<file path="src/rtl/instr_decoder.sv">
// instr_decoder: multi-cycle instruction decoder front end.
//   Accepts one 16-bit instruction in IDLE and walks
//   DECODE -> READ -> EXEC -> WB -> IDLE, one state per cycle.
//   It produces register-bank addresses, the ALU op/immediate and a one-cycle
//   write strobe carrying the registered ALU result.
// Optional feature macro: ILLEGAL_TRAP_EN
//   defined   : codop 11-15 set a sticky `illegal` flag (cleared only by rst).
//   undefined : codop 11-15 behave as NOPs and `illegal` is tied low.
// In both builds codop 11-15 never write and never disturb the decoded outputs.
module instr_decoder (
  input  logic        clk,
  input  logic        rst,
  input  logic [15:0] instr,
  input  logic        instr_valid,
  output logic        instr_ready,
  input  logic [15:0] alu_result,
  output logic [4:0]  reg_a_addr,
  output logic [4:0]  reg_b_addr,
  output logic [4:0]  reg_c_addr,
  output logic [4:0]  codop,
  output logic [15:0] imm,
  output logic        wr_en,
  output logic [15:0] wr_data,
  output logic        busy,
  output logic        illegal
);

  typedef enum logic [2:0] {
    IDLE   = 3'd0,
    DECODE = 3'd1,
    READ   = 3'd2,
    EXEC   = 3'd3,
    WB     = 3'd4
  } state_t;

  state_t      state, state_nxt;
  logic [15:0] instr_q;
  logic [3:0]  op_q;
  logic        accept;
  logic        op_reg_form;
  logic        op_imm_form;
  logic        op_bad;

  // The opcode comes from the latched copy, so input changes after the
  // accept edge cannot reach the instruction in flight.
  assign op_q        = instr_q[15:12];
  assign op_reg_form = (op_q <= 4'd5);
  assign op_imm_form = (op_q >= 4'd6) && (op_q <= 4'd10);
  assign op_bad      = (op_q >= 4'd11);
  assign accept      = instr_valid && (state == IDLE);

  // State register; reset aborts whatever is in flight, including WB.
  always_ff @(posedge clk or posedge rst) begin
    if (rst) state <= IDLE;
    else     state <= state_nxt;
  end

  // Next-state logic: only IDLE waits, every other state lasts one cycle.
  always_comb begin
    state_nxt = state;
    unique case (state)
      IDLE:    if (instr_valid) state_nxt = DECODE;
      DECODE:  state_nxt = READ;
      READ:    state_nxt = EXEC;
      EXEC:    state_nxt = WB;
      WB:      state_nxt = IDLE;
      default: state_nxt = IDLE;
    endcase
  end

  // Output logic decoded straight from the state register, so rst clears
  // the handshake and the strobe in the same instant it forces IDLE.
  always_comb begin
    instr_ready = (state == IDLE);
    busy        = (state != IDLE);
    wr_en       = (state == WB) && !op_bad;
  end

  // Instruction latch: captured only on the accept edge.
  always_ff @(posedge clk or posedge rst) begin
    if (rst)         instr_q <= '0;
    else if (accept) instr_q <= instr;
  end

  // Decoded outputs, registered in DECODE and held until the next DECODE.
  // Bad opcodes leave the previous decode untouched.
  always_ff @(posedge clk or posedge rst) begin
    if (rst) begin
      codop      <= '0;
      reg_a_addr <= '0;
      reg_b_addr <= '0;
      reg_c_addr <= '0;
      imm        <= '0;
    end else if (state == DECODE) begin
      if (op_reg_form) begin
        codop      <= {1'b0, op_q};
        reg_c_addr <= {1'b0, instr_q[11:8]};
        reg_a_addr <= {1'b0, instr_q[7:4]};
        reg_b_addr <= {1'b0, instr_q[3:0]};
        imm        <= '0;
      end else if (op_imm_form) begin
        codop      <= {1'b0, op_q};
        reg_c_addr <= {1'b0, instr_q[11:8]};
        reg_a_addr <= '0;
        reg_b_addr <= {1'b0, instr_q[3:0]};
        imm        <= {12'd0, instr_q[7:4]};
      end
    end
  end

  // Write data: ALU output captured on the EXEC->WB edge.
  always_ff @(posedge clk or posedge rst) begin
    if (rst)                wr_data <= '0;
    else if (state == EXEC) wr_data <= alu_result;
  end

`ifdef ILLEGAL_TRAP_EN
  // Sticky trap flag: set when a bad opcode is decoded, cleared only by rst.
  always_ff @(posedge clk or posedge rst) begin
    if (rst)                           illegal <= 1'b0;
    else if (state == DECODE && op_bad) illegal <= 1'b1;
  end
`else
  assign illegal = 1'b0;
`endif

endmodule

</file>
<file path="config.mk">
export PLATFORM = sky130hd
export DESIGN_NAME = instr_decoder
export DESIGN_NICKNAME = d
export VERILOG_FILES = /design/src/rtl/instr_decoder.sv
export SDC_FILE = /design/constraint.sdc
export NUM_CORES = 1
export LEC_CHECK = 0
export CORE_AREA = 5 5 82 84
export DETAILED_ROUTE_END_ITERATION = 16
export DIE_AREA = 0 0 87 89
export PLACE_DENSITY = 0.73
export SKIP_CTS_REPAIR_TIMING = 1
export SLEW_MARGIN = 20
export SYNTH_ARGS = -nofsm -noshare
export SYNTH_HDL_FRONTEND = slang
export SYNTH_SLANG_ARGS = --single-unit
export TNS_END_PERCENT = 30
</file>
<file path="constraint.sdc">
create_clock -name clk -period 1.85 [get_ports clk]
set_input_delay 0.2775 -clock clk [delete_from_list [all_inputs] [get_ports clk]]
set_output_delay 0.2775 -clock clk [all_outputs]
set_load 0.02 [all_outputs]
</file>
==> results of run 1 <==
## path summary, 6_finish.rpt
kind / endpoint / cells past startpoint / slack (ns)
setup / recovery: wr_en / 3 / 0.07
hold / removal: wr_data[1]$_DFFE_PP0P_ / 2 / 0.27
setup reg to reg: codop[0]$_DFFE_PP0P_ / 5 / 0.11
hold reg to reg: instr_q[1]$_DFFE_PP0P_ / 1 / 0.49
max in group asynchronous: codop[3]$_DFFE_PP0P_ / 3 / 1.12
min in group clk: instr_q[1]$_DFFE_PP0P_ / 1 / 0.49
## synthesized netlist by cell type
cell type and instances:
sky130_fd_sc_hd__buf_6 3, sky130_fd_sc_hd__a2111oi_0 1, sky130_fd_sc_hd__inv_1 4, sky130_fd_sc_hd__mux2_1 8, sky130_fd_sc_hd__buf_2 2, sky130_fd_sc_hd__dfrtp_1 55
sky130_fd_sc_hd__buf_4 17, sky130_fd_sc_hd__nor2_1 3, sky130_fd_sc_hd__a21oi_1 3, sky130_fd_sc_hd__xnor2_1 1, sky130_fd_sc_hd__and2_1 1, sky130_fd_sc_hd__mux2_4 4
sky130_fd_sc_hd__inv_2 1, sky130_fd_sc_hd__conb_1 1, sky130_fd_sc_hd__a21o_1 2, sky130_fd_sc_hd__mux2_2 34, sky130_fd_sc_hd__or3b_1 1, sky130_fd_sc_hd__nor3_1 1
sky130_fd_sc_hd__or3_1 1, sky130_fd_sc_hd__nor2b_1 5, sky130_fd_sc_hd__a22o_1 5, sky130_fd_sc_hd__nand3_1 1
## per-stage QoR
stage               setup TNS (ns)  std cells  worst slack (ns)
floorplan                        0        170            0.0153
global placement           -0.0496        308           -0.0496
detailed placement         -0.0594        308           -0.0594
CTS                         -0.829        316            -0.428
global route                     0        316           0.00708
finish                           0        316            0.0696
## logic make-up after synthesis
family          synth area share
other cells              0.00165
mux                        0.235
xor+xnor                 0.00386
simple gates              0.0325
compound gates            0.0364
flops                      0.607
buf+inv                   0.0838
## final cells by class
cell class              count  area [um2]  share of cell area
flip-flops and latches     55        1380               0.425
repair buffers             85         858               0.265
multi-input cells          88         772               0.238
well taps                  75        93.8              0.0290
clock buffers               6        82.6              0.0255
clock inverters             2        35.0              0.0108
inverters                   5        21.3             0.00657
## state kept, by name, summed over array words and instances, names as in the netlist
signal and count:
state 3, reg_c_addr 4, codop 4, instr_q 16, imm 4, reg_a_addr 4, wr_data 16, reg_b_addr 4
## routing by layer
layer	vias to the layer above	GRT usage	routed length, um
met5	-	0	0
met4	0	0.0510	63
met3	7	0.0544	505
met2	58	0.206	2240
met1	702	0.127	1530
li1	665	-	-
## worst max-delay path, delay by kind of cell (launching register included)
family	cells	cell delay, ns
buffers and inverters	1	0.24
flip-flops	1	0.38
AO/OA/AOI/OAI	2	0.58
## layout by cell type (no fill, tap or decap)
master / count
sky130_fd_sc_hd__clkdlybuf4s50_1: 70
sky130_fd_sc_hd__dfrtp_1: 55
sky130_fd_sc_hd__mux2_2: 34
sky130_fd_sc_hd__conb_1: 17
sky130_fd_sc_hd__buf_4: 9
sky130_fd_sc_hd__mux2_1: 8
sky130_fd_sc_hd__clkbuf_8: 6
sky130_fd_sc_hd__nor2b_1: 5
sky130_fd_sc_hd__a22o_1: 5
sky130_fd_sc_hd__mux2_4: 4
sky130_fd_sc_hd__nor2_1: 3
sky130_fd_sc_hd__inv_1: 3
sky130_fd_sc_hd__buf_12: 3
sky130_fd_sc_hd__a21oi_1: 2
sky130_fd_sc_hd__a21o_1: 2
sky130_fd_sc_hd__dlymetal6s2s_1: 2
sky130_fd_sc_hd__or3_4: 1
sky130_fd_sc_hd__inv_4: 1
sky130_fd_sc_hd__and2_1: 1
sky130_fd_sc_hd__nor3_1: 1
sky130_fd_sc_hd__xnor2_1: 1
sky130_fd_sc_hd__or3b_1: 1
sky130_fd_sc_hd__a21oi_2: 1
sky130_fd_sc_hd__a2111oi_1: 1
sky130_fd_sc_hd__inv_2: 1
sky130_fd_sc_hd__nand3_1: 1
sky130_fd_sc_hd__clkinv_2: 1
sky130_fd_sc_hd__bufinv_16: 1
sky130_fd_sc_hd__buf_2: 1
## report_power, final
group / switching [W] / internal [W] / leakage, nW
Sequential: 0.000313 / 0.00180 / 0.661
Clock: 0.000367 / 0.000438 / 0.0612
Combinational: 0.00128 / 0.00164 / 0.727
Total: 0.00196 / 0.00388 / 1.45
==> metrics.md, run 1 <==
| Metric | Value |
|---|---|
| Number of input and output port buffers inserted | `between 70 and 80` |
| Number of top-level design ports | `roughly 90` |
| Later-pin clock latency in the skew report | `0.30 ns` |
| Mapped cell area | `around 0.0023 mm2` |
| Core Area | `around 0.0059 mm2` |
| Number of max-cap violations | `0` |
| Main area contributors after synthesis | `sky130_fd_sc_hd__dfrtp_1 (61%), sky130_fd_sc_hd__mux2_2 (17%), sky130_fd_sc_hd__buf_4 (5.6%)` |
| 1st-pass router iterations | `4` |
| Final core utilization | `0.554` |
| Number of global-route vias before repair | `between 1.5k and 2k` |
| Worst min-delay path class | `in -> async` |
| Inserted Clock Buffers | `5` |
| Clock tree root buffer cell | `sky130_fd_sc_hd__clkbuf_8` |
| HPWL reported at the end of detailed placement | `roughly 3.4 mm` |
| Power density normalized to cell area | `around 1800 mW/mm2` |
| Std-Cell Rows | `28` |
| Required time worst endpoint | `between 1.5 and 2 ns` |
| Library cell contributing the largest single delay on the critical path | `sky130_fd_sc_hd__a2111oi_1` |
| Peak ir drop on the vdd network | `between 0.8 and 0.9 mV` |
| Launch point of the worst path | `instr_q[13]$_DFFE_PP0P_` |
| Setup repair after global routing missed its margin | `no` |
| Residual DRC | `0` |
| Total of endpoints with negative setup slack in the final report | `0` |
| Routed WL per cell | `between 10 and 15 um` |
| Setup crit end kind | `primary output` |
| Placed standard-cell area | `0.00312 mm2` |
| Max-slew violation total from the final report | `0` |
| Mean post-synth cell area | `14.7 um2` |
| Maximum root-to-sink buffer count | `2` |
| Clock tree from TritonCTS | `yes` |
| Syn-to-layout area delta | `42.8%` |
| Min cycle time layout | `approximately 1.8 ns` |
| Number of warnings issued by yosys | `0` |
| CP Data Arrival Time | `approximately 1.5 ns` |
| Number of levels in the clock H-tree | `2` |
| Proportion of netlist area held by the largest area contributor | `0.607` |
| Fmax | `562 MHz` |
| Vias post-DR | `1432` |
| Global-route wire length before repair | `approximately 7 mm` |
| Largest area contributor in the synthesized netlist | `sky130_fd_sc_hd__dfrtp_1` |
| Final number of hold-violating endpoints | `0` |
| Run status | `complete, no violations` |
| Count of cell types in the netlist | `22` |
| Worst hold slack across all endpoints | `roughly 0.27 ns` |
| Die width | `between 80 and 90 um` |
| Start-to-end type of the worst setup path | `reg -> out` |
| Aggregate global-route resource usage | `0.120` |
| Startpoint of the most critical register-to-register path | `state[0]$_DFFE_PP0P_` |
| Wirelength, routed | `approximately 4.3 mm` |
| Post-route ant nets | `0` |
| Layout cell share with drive strength beyond 1 | `0.261` |
| Final weighted congestion in routability-driven placement | `0.671` |
| Clock transition time at the flip-flop clock pins of the worst setup and hold paths | `~0.09 ns` |
| Number of filler cells placed in the layout | `~500` |
| Post-layout net count | `between 200 and 300` |
| Antenna Diode Count | `0` |
| Sequential fraction of the synthesis area | `0.607` |
| Starting density of the core | `0.388` |
| Number of design-rule violations left by the first detailed-router iteration | `26` |
| CP startpoint kind | `register` |
| Via count normalized by instance count | `about 4.5` |
| Post-layout power | `0.00584 W` |
| Number of register bits inferred by synthesis | `55` |
| Worst path max stage delay | `0.39 ns` |
| Summed area of non-filler cells in the final layout | `0.00324 mm2` |
| Leak | `1.45 nW` |
| Post-Route Skew | `0.00113 ns` |
| List of cells traversed by the critical path | `a21o_1 > a2111oi_1 > buf_2` |
| Overflow left after global routing | `0` |
| Highest fanout seen on the critical path | `2` |
| Initial antenna violation count | `0` |
| Period Utilization, post-route | `0.962` |
| Die height | `around 90 um` |
| Total clock sinks | `55` |
| Maximum number of pins on one net before global-route repair | `26` |
| Area of the die | `about 0.0077 mm2` |
| Count of mapped cells out of synthesis | `around 150` |
Power figures use the tool's default switching activity.
==> run 2: changes to the inputs <==
CORE_AREA = 2 2 79 81   (was 5 5 82 84)
CTS_CLUSTER_DIAMETER = 30   (was not set)
DIE_AREA = 0 0 81 83   (was 0 0 87 89)
SLEW_MARGIN = not set   (was 20)
==> run 2 against run 1 <==
- global-route usage is 0.76 points higher
- worst setup slack gained 0.020 ns
- critical path depth is the same
- final area decreased by 1.3%
- first-iteration DRC count is 50% lower
- sequential power is essentially flat
- sequential share of layout area increased by 0.55 points
- clock power down 21%
- routed wire length down 5.7%
- clock skew increased by 0.0089 ns
- register-to-register slack better by 0.02 ns
- final cell count is 0.32% higher
- critical path type unchanged
- largest cell class unchanged
- highest routed layer unchanged
==> metrics.md, run 2 (synthesized netlist as in run 1, its figures left out) <==
| Metric | Value |
|---|---|
| Start-to-end type of the worst setup path | `reg -> out` |
| Number of max-cap violations | `0` |
| Highest fanout seen on the critical path | `2` |
| Setup repair after global routing missed its margin | `yes` |
| Period Utilization, post-route | `0.951` |
| Number of top-level design ports | `between 90 and 100` |
| Largest registers | `instr_q: 16 flops, wr_data: 16 flops` |
| Post-route ant nets | `0` |
| Setup slack, reg-to-reg | `0.13 ns` |
| Clock tree root buffer cell | `sky130_fd_sc_hd__clkbuf_8` |
| Worst path max stage delay | `0.38 ns` |
| Max-slew violation total from the final report | `0` |
| Leak | `1.43 nW` |
| Overflow left after global routing | `0` |
| Die width | `~80 um` |
| Via count normalized by instance count | `around 4.5` |
| Worst hold slack across all endpoints | `0.259 ns` |
| Antenna Diode Count | `0` |
| Fmax | `568 MHz` |
| Library cell contributing the largest single delay on the critical path | `sky130_fd_sc_hd__dfrtp_1` |
| Initial antenna violation count | `0` |
| CP startpoint kind | `register` |
| Most frequent cells in the layout | `sky130_fd_sc_hd__clkdlybuf4s50_1 (70), sky130_fd_sc_hd__dfrtp_1 (55), sky130_fd_sc_hd__mux2_2 (34), sky130_fd_sc_hd__conb_1 (17), sky130_fd_sc_hd__buf_4 (11)` |
| Starting density of the core | `0.390` |
| Aggregate global-route resource usage | `0.127` |
| Wirelength, routed | `around 4.1 mm` |
| Number of input and output port buffers inserted | `73` |
| Total of endpoints with negative setup slack in the final report | `0` |
| Post-Route Skew | `between 0.01 and 0.015 ns` |
| Maximum number of pins on one net before global-route repair | `28` |
| 1st-pass router iterations | `3` |
| List of cells traversed by the critical path | `a21o_1 > a2111oi_1 > clkbuf_2` |
| Std-Cell Rows | `28` |
| Number of global-route vias before repair | `1503` |
| Setup crit end kind | `primary output` |
| Power density normalized to cell area | `1760 mW/mm2` |
| Core Area | `about 0.0058 mm2` |
| Run status | `complete, no violations` |
| Maximum root-to-sink buffer count | `2` |
| Final weighted congestion in routability-driven placement | `a little over 0.7` |
| Number of design-rule violations left by the first detailed-router iteration | `13` |
| Global-route wire length before repair | `6.72 mm` |
| Later-pin clock latency in the skew report | `about 0.3 ns` |
| Buf+Inv Stages, Crit Path | `1` |
| Required time worst endpoint | `about 1.6 ns` |
| Post-layout net count | `276` |
| Endpoint of the lowest-slack register-to-register path | `instr_q[12]$_DFFE_PP0P_` |
| Area of the die | `between 0.006 and 0.007 mm2` |
| Syn-to-layout area delta | `41.0%` |
| Routed WL per cell | `about 13 um` |
| Die height | `just over 80 um` |
| Clock transition time at the flip-flop clock pins of the worst setup and hold paths | `around 0.10 ns` |
| Post-route setup TNS | `0 ns` |
| Clock tree from TritonCTS | `yes` |
| Layout cell share with drive strength beyond 1 | `0.256` |
| Family with the most delay on the worst path | `compound AO/OA/AOI/OAI gates` |
| Startpoint of the most critical register-to-register path | `state[0]$_DFFE_PP0P_` |
| CP Data Arrival Time | `between 1 and 1.5 ns` |
| Worst min-delay path class | `in -> async` |
| Residual DRC | `0` |
| Final number of hold-violating endpoints | `0` |
| Number of levels in the clock H-tree | `2` |
| Min cycle time layout | `~1.8 ns` |
| Peak ir drop on the vdd network | `~0.84 mV` |
| Vias post-DR | `~1.4k` |
| Inserted Clock Buffers | `5` |
| HPWL reported at the end of detailed placement | `3.15 mm` |
| Leading cell type in the layout, fill and taps excluded | `sky130_fd_sc_hd__clkdlybuf4s50_1` |
| Total clock sinks | `between 50 and 60` |
| FF-to-FF path depth | `5` |
-- run 2: power breakdown --
part	leakage (nW)	internal, W	switching [W]	total (W)
clock	0.0412	0.000266	0.000371	0.000637
combinational	0.727	0.00163	0.00125	0.00288
sequential	0.661	0.00180	0.000321	0.00212
-- run 2: worst max-delay path by stage --
| stage | startpoint | to | slack (ns) | cells after the start |
|---|---|---|---|---|
| floorplan | state[0]$_DFFE_PP0P_ | instr_q[8]$_DFFE_PP0P_ | 0.02 | 6 |
| global placement | instr_q[13]$_DFFE_PP0P_ | wr_en | -0.08 | 3 |
| detailed placement | instr_q[13]$_DFFE_PP0P_ | wr_en | -0.06 | 3 |
| CTS | instr_q[13]$_DFFE_PP0P_ | wr_en | -0.39 | 3 |
| global route | instr_q[13]$_DFFE_PP0P_ | wr_en | -0.03 | 3 |
| finish | instr_q[13]$_DFFE_PP0P_ | wr_en | 0.09 | 3 |
-- run 2: per-layer routing --
metal	wire length, um	global-route usage
met1	1630	0.149
met2	2150	0.219
met3	305	0.0467
met4	13	0.0277
met5	0	0
-- run 2: cell type report --
cell class | instances | area (um2)
flip-flops and latches | 55 | 1380
fillers | 516 | 2620
clock buffers | 6 | 72.6
clock inverters | 2 | 12.5
well taps | 75 | 93.8
repair buffers | 86 | 853
inverters | 5 | 21.3
multi-input cells | 88 | 768
-- run 2: per-stage QoR --
stage | std cells | worst slack [ns] | utilization | area, um2 | total power, W
after floorplan | 170 | 0.0153 | - | 2340 | 0.00386
after global routing | 317 | -0.0301 | 0.550 | 3200 | 0.00602
after global placement | 309 | -0.0791 | 0.535 | 3110 | 0.00501
after CTS | 317 | -0.393 | 0.550 | 3200 | 0.00574
final | 317 | 0.0900 | 0.550 | 3200 | 0.00564
after detailed placement | 309 | -0.0597 | 0.535 | 3110 | 0.00509
